## src/rtl/ram_port_arbiter.sv

```systemverilog
// Two-client round-robin arbiter/sequencer for the 32x4 RAM single port.
// Ports: clk, rst_n (sync, active-low); cN_req/we/addr/wdata in; cN_gnt,
// cN_rvalid, cN_rdata out; ram_we/a/di out, ram_spo in; busy out.
// Macro RAM_CLEAR_EN: adds an INIT state that writes INIT_VAL to every
// location after reset before any client is granted.
module ram_port_arbiter #(
  parameter int AW = 5,
  parameter int DW = 4,
  parameter logic [DW-1:0] INIT_VAL = '0
) (
  input  logic          clk,
  input  logic          rst_n,
  input  logic          c0_req,
  input  logic          c0_we,
  input  logic [AW-1:0] c0_addr,
  input  logic [DW-1:0] c0_wdata,
  output logic          c0_gnt,
  output logic          c0_rvalid,
  output logic [DW-1:0] c0_rdata,
  input  logic          c1_req,
  input  logic          c1_we,
  input  logic [AW-1:0] c1_addr,
  input  logic [DW-1:0] c1_wdata,
  output logic          c1_gnt,
  output logic          c1_rvalid,
  output logic [DW-1:0] c1_rdata,
  output logic          ram_we,
  output logic [AW-1:0] ram_a,
  output logic [DW-1:0] ram_di,
  input  logic [DW-1:0] ram_spo,
  output logic          busy
);

  logic          in_init;
  logic [AW-1:0] clr_a;
  logic          last;
  logic [AW-1:0] a_q;
  logic          rv0;
  logic          rv1;

`ifdef RAM_CLEAR_EN
  typedef enum logic {INIT, RUN} state_t;

  // One wider than the address so the terminal compare never wraps.
  localparam logic [AW:0] CLR_LAST = (AW+1)'((1 << AW) - 1);

  state_t      state;
  state_t      state_nx;
  logic [AW:0] clr_cnt;

  always_ff @(posedge clk) begin
    if (!rst_n) state <= INIT;
    else        state <= state_nx;
  end

  always_comb begin
    state_nx = state;
    if (state == INIT && clr_cnt == CLR_LAST)
      state_nx = RUN;
  end

  always_ff @(posedge clk) begin
    if (!rst_n)             clr_cnt <= '0;
    else if (state == INIT) clr_cnt <= clr_cnt + 1'b1;
  end

  assign in_init = (state == INIT);
  assign clr_a   = clr_cnt[AW-1:0];
`else
  assign in_init = 1'b0;
  assign clr_a   = '0;
`endif

  // Both requesting: favour the client that was not served last.
  assign c0_gnt = !in_init && c0_req && (!c1_req || last);
  assign c1_gnt = !in_init && c1_req && (!c0_req || !last);

  // Idle cycles keep the previous address and never write.
  always_comb begin
    ram_we = 1'b0;
    ram_a  = a_q;
    ram_di = '0;
    unique case (1'b1)
      in_init: begin
        ram_we = 1'b1;
        ram_a  = clr_a;
        ram_di = INIT_VAL;
      end
      c0_gnt: begin
        ram_we = c0_we;
        ram_a  = c0_addr;
        ram_di = c0_wdata;
      end
      c1_gnt: begin
        ram_we = c1_we;
        ram_a  = c1_addr;
        ram_di = c1_wdata;
      end
      default: ;
    endcase
  end

  always_ff @(posedge clk) begin
    if (!rst_n) begin
      last <= 1'b1;
      a_q  <= '0;
      rv0  <= 1'b0;
      rv1  <= 1'b0;
    end else begin
      a_q <= ram_a;
      rv0 <= c0_gnt && !c0_we;
      rv1 <= c1_gnt && !c1_we;
      if (c0_gnt)      last <= 1'b0;
      else if (c1_gnt) last <= 1'b1;
    end
  end

  assign c0_rvalid = rv0;
  assign c1_rvalid = rv1;
  assign c0_rdata  = rv0 ? ram_spo : '0;
  assign c1_rdata  = rv1 ? ram_spo : '0;
  assign busy      = in_init;

endmodule

```

## config.mk

```make
export PLATFORM = sky130hd
export DESIGN_NAME = ram_port_arbiter
export DESIGN_NICKNAME = d
export VERILOG_FILES = /design/src/rtl/ram_port_arbiter.sv
export SDC_FILE = /design/constraint.sdc
export NUM_CORES = 1
export LEC_CHECK = 0
export CAP_MARGIN = 40
export CORE_MARGIN = 2
export CORE_UTILIZATION = 28
export DETAILED_ROUTE_END_ITERATION = 16
export PLACE_DENSITY = 0.75
export REMOVE_ABC_BUFFERS = 1
export SLEW_MARGIN = 20
export SYNTH_ARGS = -nofsm -noshare
export SYNTH_HDL_FRONTEND = slang
export SYNTH_SLANG_ARGS = --single-unit
```

## constraint.sdc

```tcl
create_clock -name clk -period 0.93 [get_ports clk]
set_input_delay 0.1395 -clock clk [delete_from_list [all_inputs] [get_ports clk]]
set_output_delay 0.1395 -clock clk [all_outputs]
set_load 0.02 [all_outputs]
```

==> Word-level counts from Yosys, hierarchy flattened <==
Index checks and enable logic that the tools add are counted.
{ "word_totals": {"mem_count": 0, "latchBits": 0, "in_bits": 28, "mem_bits_rw": 0, "register_bits": 8, "wordCells": 23, "romBits": 0, "output_inout_bits": 23} }
{ "op_classes": {"reduce_logical": 12, "mul": 0, "magnitude_cmp": 0, "div_mod_pow": 0, "bitwise_logic": 0, "n_shift": 0, "mux": 7, "n_eq_ne": 0, "add_sub_neg": 0} }
{ "ops": {"columns": ["operator", "count"], "rows": [
  ["5-bit case mux with 2 select lines", 1],
  ["4-bit two-way mux", 2],
  ["4-bit case mux with 2 select lines", 1],
  ["1-bit logical NOT", 5],
  ["1-bit logical AND", 4],
  ["1-bit logical OR", 2],
  ["1-bit two-way mux", 2],
  ["1-bit case mux with 2 select lines", 1],
  ["2-bit nonzero test", 1]
]} }

==> Depth between registers and ports, before layout <==
Gate-level depths: netlist of run 1.
{ "logic_depth": {"word_depth": 5, "depth_mapped": 4, "ltp_nobuf": 3} }

==> Worst setup path after synthesis of run 1 <==
Ideal clock, no wire load.
{ "synth_path": {"kind": "reg-to-output", "start": "reg last", "end": "out ram_di[0]", "path_buffers": 0, "arrival_ps": 1135, "stages_incl_launch_ff": 4, "slack_ps": -344, "cell_sequence": "dfxtp_1 > inv_1 > a21boi_2 > a22o_1"} }
{ "synth_rtl": {"columns": ["element", "line_no", "source"], "rows": [
  ["start, declared", "36", "logic last;"],
  ["start signal, assigned", "105", "last <= 1'b1;"],
  ["start signal, assigned", "113", "if (c0_gnt) last <= 1'b0;"],
  ["start signal, assigned", "114", "else if (c1_gnt) last <= 1'b1;"],
  ["1-bit logical OR", "75", "assign c0_gnt = !in_init && c0_req && (!c1_req || last);"],
  ["1-bit logical AND", "75", null],
  ["named net c0_gnt", "17", "output logic c0_gnt,"],
  ["4-bit case mux with 2 select lines", "83", "unique case (1'b1)"],
  ["end, declared", "29", "output logic [DW-1:0] ram_di,"]
]} }
The timed path passes the listed nets, and every way through them passes these cells.

==> Worst setup path in the final report of run 1 <==
{ "layout_path": {"start": "reg last", "end": "out ram_we"} }
{ "layout_via": {"elab_chain_len": 4} }
{ "layout_lines": {"columns": ["element", "line_no", "source"], "rows": [
  ["1-bit logical NOT", "76", "assign c1_gnt = !in_init && c1_req && (!c0_req || !last);"],
  ["1-bit logical OR", "76", null],
  ["1-bit logical AND", "76", null],
  ["1-bit case mux with 2 select lines *", "83", null],
  ["end, declared", "27", "output logic ram_we,"]
]} }
Mark *: on every way between the ends. The rest lies on a longest branch, timed or not.

==> results of run 1 <==
==> cell usage after synthesis <==
library cell / instances / share of area [%]
a211oi_1: 1 / 1.3
a211oi_2: 4 / 8.4
a21bo_4: 1 / 2.7
a21boi_2: 1 / 1.9
a22o_1: 5 / 7.4
and2_1: 8 / 8.4
and2b_2: 4 / 5.9
and3b_1: 1 / 1.5
buf_4: 3 / 3.8
conb_1: 1 / 0.63
dfxtp_1: 8 / 27
inv_1: 2 / 1.3
nand2_1: 2 / 1.3
nor2_1: 5 / 3.2
nor2b_1: 1 / 1.1
nor3_1: 5 / 4.2
nor3b_1: 6 / 7.6
nor4b_1: 1 / 1.5
nor4b_2: 4 / 10
o21ai_0: 1 / 0.84
==> through the flow <==
stage / setup TNS (ns) / std cells
3_5_place_dp: -21.68 / 154
3_3_place_gp: -21.14 / 154
2_1_floorplan: -3.29 / 61
6_report: -6.46 / 162
5_1_grt: -7.73 / 162
4_1_cts: -6.44 / 163
==> cell families (layout without fill, tap and decap cells) <==
group                  after synthesis  in the layout  synth area share, %
AO/OA/AOI/OAI                       13             13                 22.6
flip-flops                           8              8                 27.0
buffers and inverters                5             76                 5.06
AND/OR/NAND/NOR                     37             37                 44.7
other                                1              1                0.632
==> how the worst max path moves through the flow <==
stage	start	to	slack, ns	cells past startpoint
final	last	ram_we	-0.47	4
after global routing	last	ram_a[4]	-0.52	4
after CTS	last	ram_di[3]	-0.45	4
after detailed placement	c0_req	ram_we	-1.14	6
after global placement	c0_req	ram_we	-1.10	6
after floorplan	last	ram_di[0]	-0.34	3
==> timing repair <==
| item | in CTS | in global routing |
|---|---|---|
| cloned | 1 | 0 |
| pin swaps | 20 | 6 |
| hold buffers | 0 | 0 |
| endpoints found under the setup margin | 29 | 29 |
| resized for setup | 157 | 10 |
| buffers inserted | 5 | 1 |
==> power groups by stage <==
stage / sequential [mW] / clock [mW] / combinational, mW
4_1_cts: 0.380 / 0.275 / 0.631
3_3_place_gp: 0.383 / 0 / 0.565
3_5_place_dp: 0.385 / 0 / 0.576
6_report: 0.380 / 0.272 / 0.650
2_1_floorplan: 0.386 / 0 / 0.223
5_1_grt: 0.382 / 0.301 / 0.686
==> tightest hold or removal path, delay by kind of cell <==
| family | cells | cell delay (ns) |
|---|---|---|
| AO/OA/AOI/OAI | 1 | 0.20 |
| buffers and inverters | 2 | 0.25 |
| AND/OR/NAND/NOR | 1 | 0.07 |
==> registers in the layout (all words and copies together), names as in the netlist <==
name / count
a_q: 5
c0_rvalid: 1
c1_rvalid: 1
last: 1
==> area by class of cell <==
cell class | count | share of cell area [%]
well taps | 27 | 2.40
flip-flops and latches | 8 | 12.1
repair buffers | 71 | 47.2
multi-input cells | 51 | 35.8
inverters | 2 | 0.887
clock buffers | 3 | 1.60
==> routing by layer <==
layer	wire, um	vias up	GRT usage (%)
met1	924	350	20.3
li1	-	373	-
met5	0	-	0
met3	163	4	7.88
met4	34	0	2.31
met2	1390	34	39.3
==> metrics.yaml, run 1 <==
die:
  rows: 16
  fp.coreArea_mm2: 0.00198
  initial_core_util_pct: 29.9
  io_pins: 51
  die_area_mm2: 0.00250
  die_y_um: 50.0
  die_w_um: 50.0
worst_setup_path:
  reg2reg_from: "last"
  critPathBufInv: 2
  critPathLaunchType: "flip-flop"
  cp.arrival_ns: 1.26
  worstPathRequired_ns: 0.79
  r2r_slack_ns: -0.22
  path_max_fanout: 7
  cp_cell_sequence: "a21bo_4 > inv_4 > a22o_1 > buf_6"
  reg2reg_to: "a_q[0]"
  crit_family: "compound AO/OA/AOI/OAI gates"
  crit_path_end_kind: "output pin"
  r2r_cells: 6
  critPathKind: "reg -> out"
  slowest_delay_ns: 0.37
  critPathSlowestCell: "dfxtp_4"
placed_design:
  place_congestion: 0.759
  place_area_mm2: 0.00123
  io_buffers: 49
  post-dp-hpwl_um: 1690
  post-place-ws_ns: -1.14
power:
  power_mw: 1.30
  p_sw_share_pct: 32.2
  p_seq_share_pct: 29.2
  p_int_mw: 0.883
  comb_power_share_pct: 49.9
  p_clk_share_pct: 20.9
  power_leakage_nw: 0.642
  irDropWorstVdd_uv: 745
  powerDensity_mw_per_mm2: 923
  switchingPower_mw: 0.419
cells_and_area:
  seqCellArea_um2: 170
  layout_commonest_cell: "buf_4"
  num-fill-cells: 144
  area_growth_pct: 138
  fin_util_pct: 71.1
  most-common-layout-cells: "buf_4, clkdlybuf4s50_1, buf_6"
  final_nets: 165
  n_antenna_cell: 0
  stdcell_area_mm2: 0.00141
  multiInputGateArea_um2: 505
  drive_gt1_share_pct: 65.2
clocking:
  clock_sink_count: 8
  cts_buffers: 3
  root_buffer: "clkbuf_4"
  cts.path.max_buffers: 2
  cts.clk_slew.worst_paths_ns: 0.06
  cts_tree: "done"
  cts_max_level: 1
  insertion_delay_ns: 0.25
yosys:
  synth_cell_type_count: 20
  syn_inst: 64
  ys_ff_latch: 8
  yosys_warnings: 0
  synth_area_um2: 593
  ys_seq_area_share_pct: 27.0
  avgSynthCellArea_um2: 9.27
route:
  viasPerCell: 4.70
  drc: 0
  drtIter0Drc: 7
  wl_per_cell_um: 15.5
  route.vias.total: 761
  postRouteAntennaNets: 0
  drt_wl_total_um: 2510
  firstDrtPassIters: 4
timing:
  period_share_pct: 150
  finalSetupViolations: 25
  hold_slack_ns: 0.441
  fmax_mhz: 716
  finalHoldViolCount: 0
  slew_viol_final: 0
  fin_ws_ns: -0.467
  rsz0062_at_grt: "true"
  fin_crit_ns: 1.40
  skew_ns: 0.00273
grt:
  grt_pass1_vias: 820
  grt_max_degree: 9
  grt_pass1_wl_um: 3820
  grt_usage_pct: 20.2
  antenna_found_initial: 0
  overflow: 0
status:
  outcome: "finished with violations"
  failed_checks: "negative setup slack"
flow_run:
  drv_cap: 0
hold_path:
  min_path_cells: 4
  min_to: "c1_rvalid"
  min_path_type: "in -> reg"
  hold_start: "c0_req"
Note: power is estimated with default switching activity, not from simulation.
==> inputs of run 2 (changes only) <==
--- a/config.mk
+++ b/config.mk
@@ -10,7 +10,6 @@
 export CORE_UTILIZATION = 28
 export DETAILED_ROUTE_END_ITERATION = 16
 export PLACE_DENSITY = 0.75
-export REMOVE_ABC_BUFFERS = 1
 export SLEW_MARGIN = 20
 export SYNTH_ARGS = -nofsm -noshare
 export SYNTH_HDL_FRONTEND = slang
==> run 2 against run 1 <==
Net effect:
- fmax is 5.8% lower
- the run still ends with negative setup slack left
- clock skew is 0.0092 ns higher
- sequential share of layout area shrank 1.1 points
- register-to-register slack worse by 0.02 ns
- utilization rose by 5.2 points
- first-iteration DRC count increased to 2.6 times the previous value
- global-route usage rose by 0.78 points
- routed wire length down 3.0%
==> metrics.yaml, run 2 (synthesis results as in run 1) <==
power:
  power_leakage_nw: 0.698  # +8.7%
  power_mw: 1.36  # +4.1%
  irDropWorstVdd_uv: 781  # +4.9%
  powerDensity_mw_per_mm2: 895  # -3.0%
status:
  failed_checks: "negative setup slack"
  outcome: "finished with violations"
cells_and_area:
  top_register: "a_q"
  most-common-layout-cells: "buf_4, clkdlybuf4s50_1, buf_6"
  largest_reg_flops: 5  # unchanged
  drive_gt1_share_pct: 70.0  # +4.8 points
  fin_cells: 167  # +3.1%
  final_nets: 170  # +3.0%
  stdcell_area_mm2: 0.00151  # +7.4%
  n_antenna_cell: 0  # unchanged
  layout_commonest_cell: "buf_4"
  area_growth_pct: 155
placed_design:
  placed_cells: 158  # +2.6%
  place_area_mm2: 0.00137  # +11%
  io_buffers: 49  # unchanged
  place_congestion: 0.726  # -4.2%
  post-dp-hpwl_um: 1710  # +1.3%
route:
  drtIter0Drc: 18  # +11
  route.vias.total: 799  # +5.0%
  drc: 0  # unchanged
  postRouteAntennaNets: 0  # unchanged
  viasPerCell: 4.78  # +1.8%
  wl_per_cell_um: 14.6  # -5.9%
  drt_wl_total_um: 2430  # -3.0%
  firstDrtPassIters: 4  # unchanged
clocking:
  cts_buffers: 3  # unchanged
  clock_sink_count: 8  # unchanged
  cts.path.max_buffers: 2  # unchanged
  insertion_delay_ns: 0.26  # about the same
  root_buffer: "clkbuf_4"
  cts_max_level: 1  # unchanged
  cts.clk_slew.worst_paths_ns: 0.05  # about the same
  ctsHoldBuffers: 0  # unchanged
  cts_tree: "done"
timing:
  fin_ws_ns: -0.553  # -0.0858 ns
  finalHoldViolCount: 0  # unchanged
  fmax_mhz: 674  # -5.8%
  finalSetupViolations: 26  # +4.0%
  period_share_pct: 159  # +9.2 points
  skew_ns: 0.0119  # +0.00915 ns
  slew_viol_final: 0  # unchanged
  rsz0062_at_grt: "true"
  fin_crit_ns: 1.48  # +0.0858 ns
hold_path:
  min_path_type: "in -> reg"
  min_path_cells: 3  # -1
  hold_start: "c1_req"
  min_to: "c1_rvalid"
die:
  die_area_mm2: 0.00250  # unchanged
  fp.coreArea_mm2: 0.00198  # unchanged
  io_pins: 51  # unchanged
  die_w_um: 50.0  # unchanged
  initial_core_util_pct: 29.9  # unchanged
  rows: 16  # unchanged
  die_y_um: 50.0  # unchanged
worst_setup_path:
  r2r_slack_ns: -0.24  # -0.02 ns
  critPathSlowestCell: "dfxtp_2"
  critPathBufInv: 2  # unchanged
  worstPathRequired_ns: 0.79  # about the same
  path_max_fanout: 6  # -1
  cp.arrival_ns: 1.34  # +0.08 ns
  crit_path_end_kind: "output pin"
  reg2reg_to: "a_q[2]"
  r2r_cells: 5  # -1
  crit_family: "compound AO/OA/AOI/OAI gates"
  critPathKind: "reg -> out"
  reg2reg_from: "last"
  slowest_delay_ns: 0.34  # -0.03 ns
  critPathLaunchType: "flip-flop"
  cp_cell_sequence: "a21bo_4 > clkinvlp_4 > a22o_4 > buf_6"
  worst-path-stages: 4  # unchanged
grt:
  grt_pass1_wl_um: 3920  # +2.5%
  grt_pass1_vias: 847  # +3.3%
  overflow: 0  # unchanged
  antenna_found_initial: 0  # unchanged
  grt_usage_pct: 21.0  # +0.78 points
  grt_max_degree: 13  # +4
flow_run:
  drv_cap: 0  # unchanged
yosys:
  syn-num-nets: 92
[run 2: cell types whose count changed in the layout (fill, tap and decap cells not counted), moves of 3 or more]
cell     before  now
a22o_1        5    0
nor3b_4       1    4
a22o_4        0    5
buf_6        13   16
nor3b_2       4    1
[run 2: per-layer routing]
layer	up-vias	global-route usage, %	wire length [um]
li1	382	-	-
met1	364	21.5	908
met2	51	42.5	1350
met3	2	3.03	162
met4	0	5.56	14
met5	-	0	0
[run 2: through the flow]
step | utilization (%) | setup WS (ns) | TNS, ns | hold slack [ns]
5_1_grt | 76.4 | -0.615 | -9.17 | 0.506
2_1_floorplan | - | -0.237 | -1.96 | 0.201
6_report | 76.4 | -0.553 | -7.85 | 0.494
3_3_place_gp | 69.3 | -1.15 | -21.72 | 0.514
3_5_place_dp | 69.3 | -1.16 | -22.34 | 0.521
4_1_cts | 75.4 | -0.555 | -8.04 | 0.492
[run 2: worst min-delay path, cell delays in order]
cell	delay, ns
dlygate4sd2_1	0.26
a21bo_4	0.23
nor3b_1	0.06
[run 2: how the worst max path moves through the flow]
stage | start | end
floorplan | last | ram_di[0]
finish | last | ram_di[0]
global placement | c0_req | ram_a[4]
detailed placement | c0_req | ram_a[4]
CTS | last | ram_a[4]
global route | last | ram_di[0]
[run 2: power by group]
part           leakage (nW)  switching [mW]  internal, mW
registers            0.0672          0.0106         0.366
logic                 0.617           0.307         0.402
clock network        0.0138           0.122         0.148
[run 2: cell type report]
class                   count  area (um2)
multi-input cells          51         587
repair buffers             76         693
flip-flops and latches      8         166
clock buffers               3        22.5
inverters                   2        11.3
fillers                   133         468
well taps                  27        33.8
[run 2: repair_timing]
action,in CTS,in global routing
cloned,0,0
gates resized for setup,143,7
buffers inserted,6,0
pin swaps,10,2
endpoints found under the setup margin,29,27
endpoints found under the hold margin,0,0
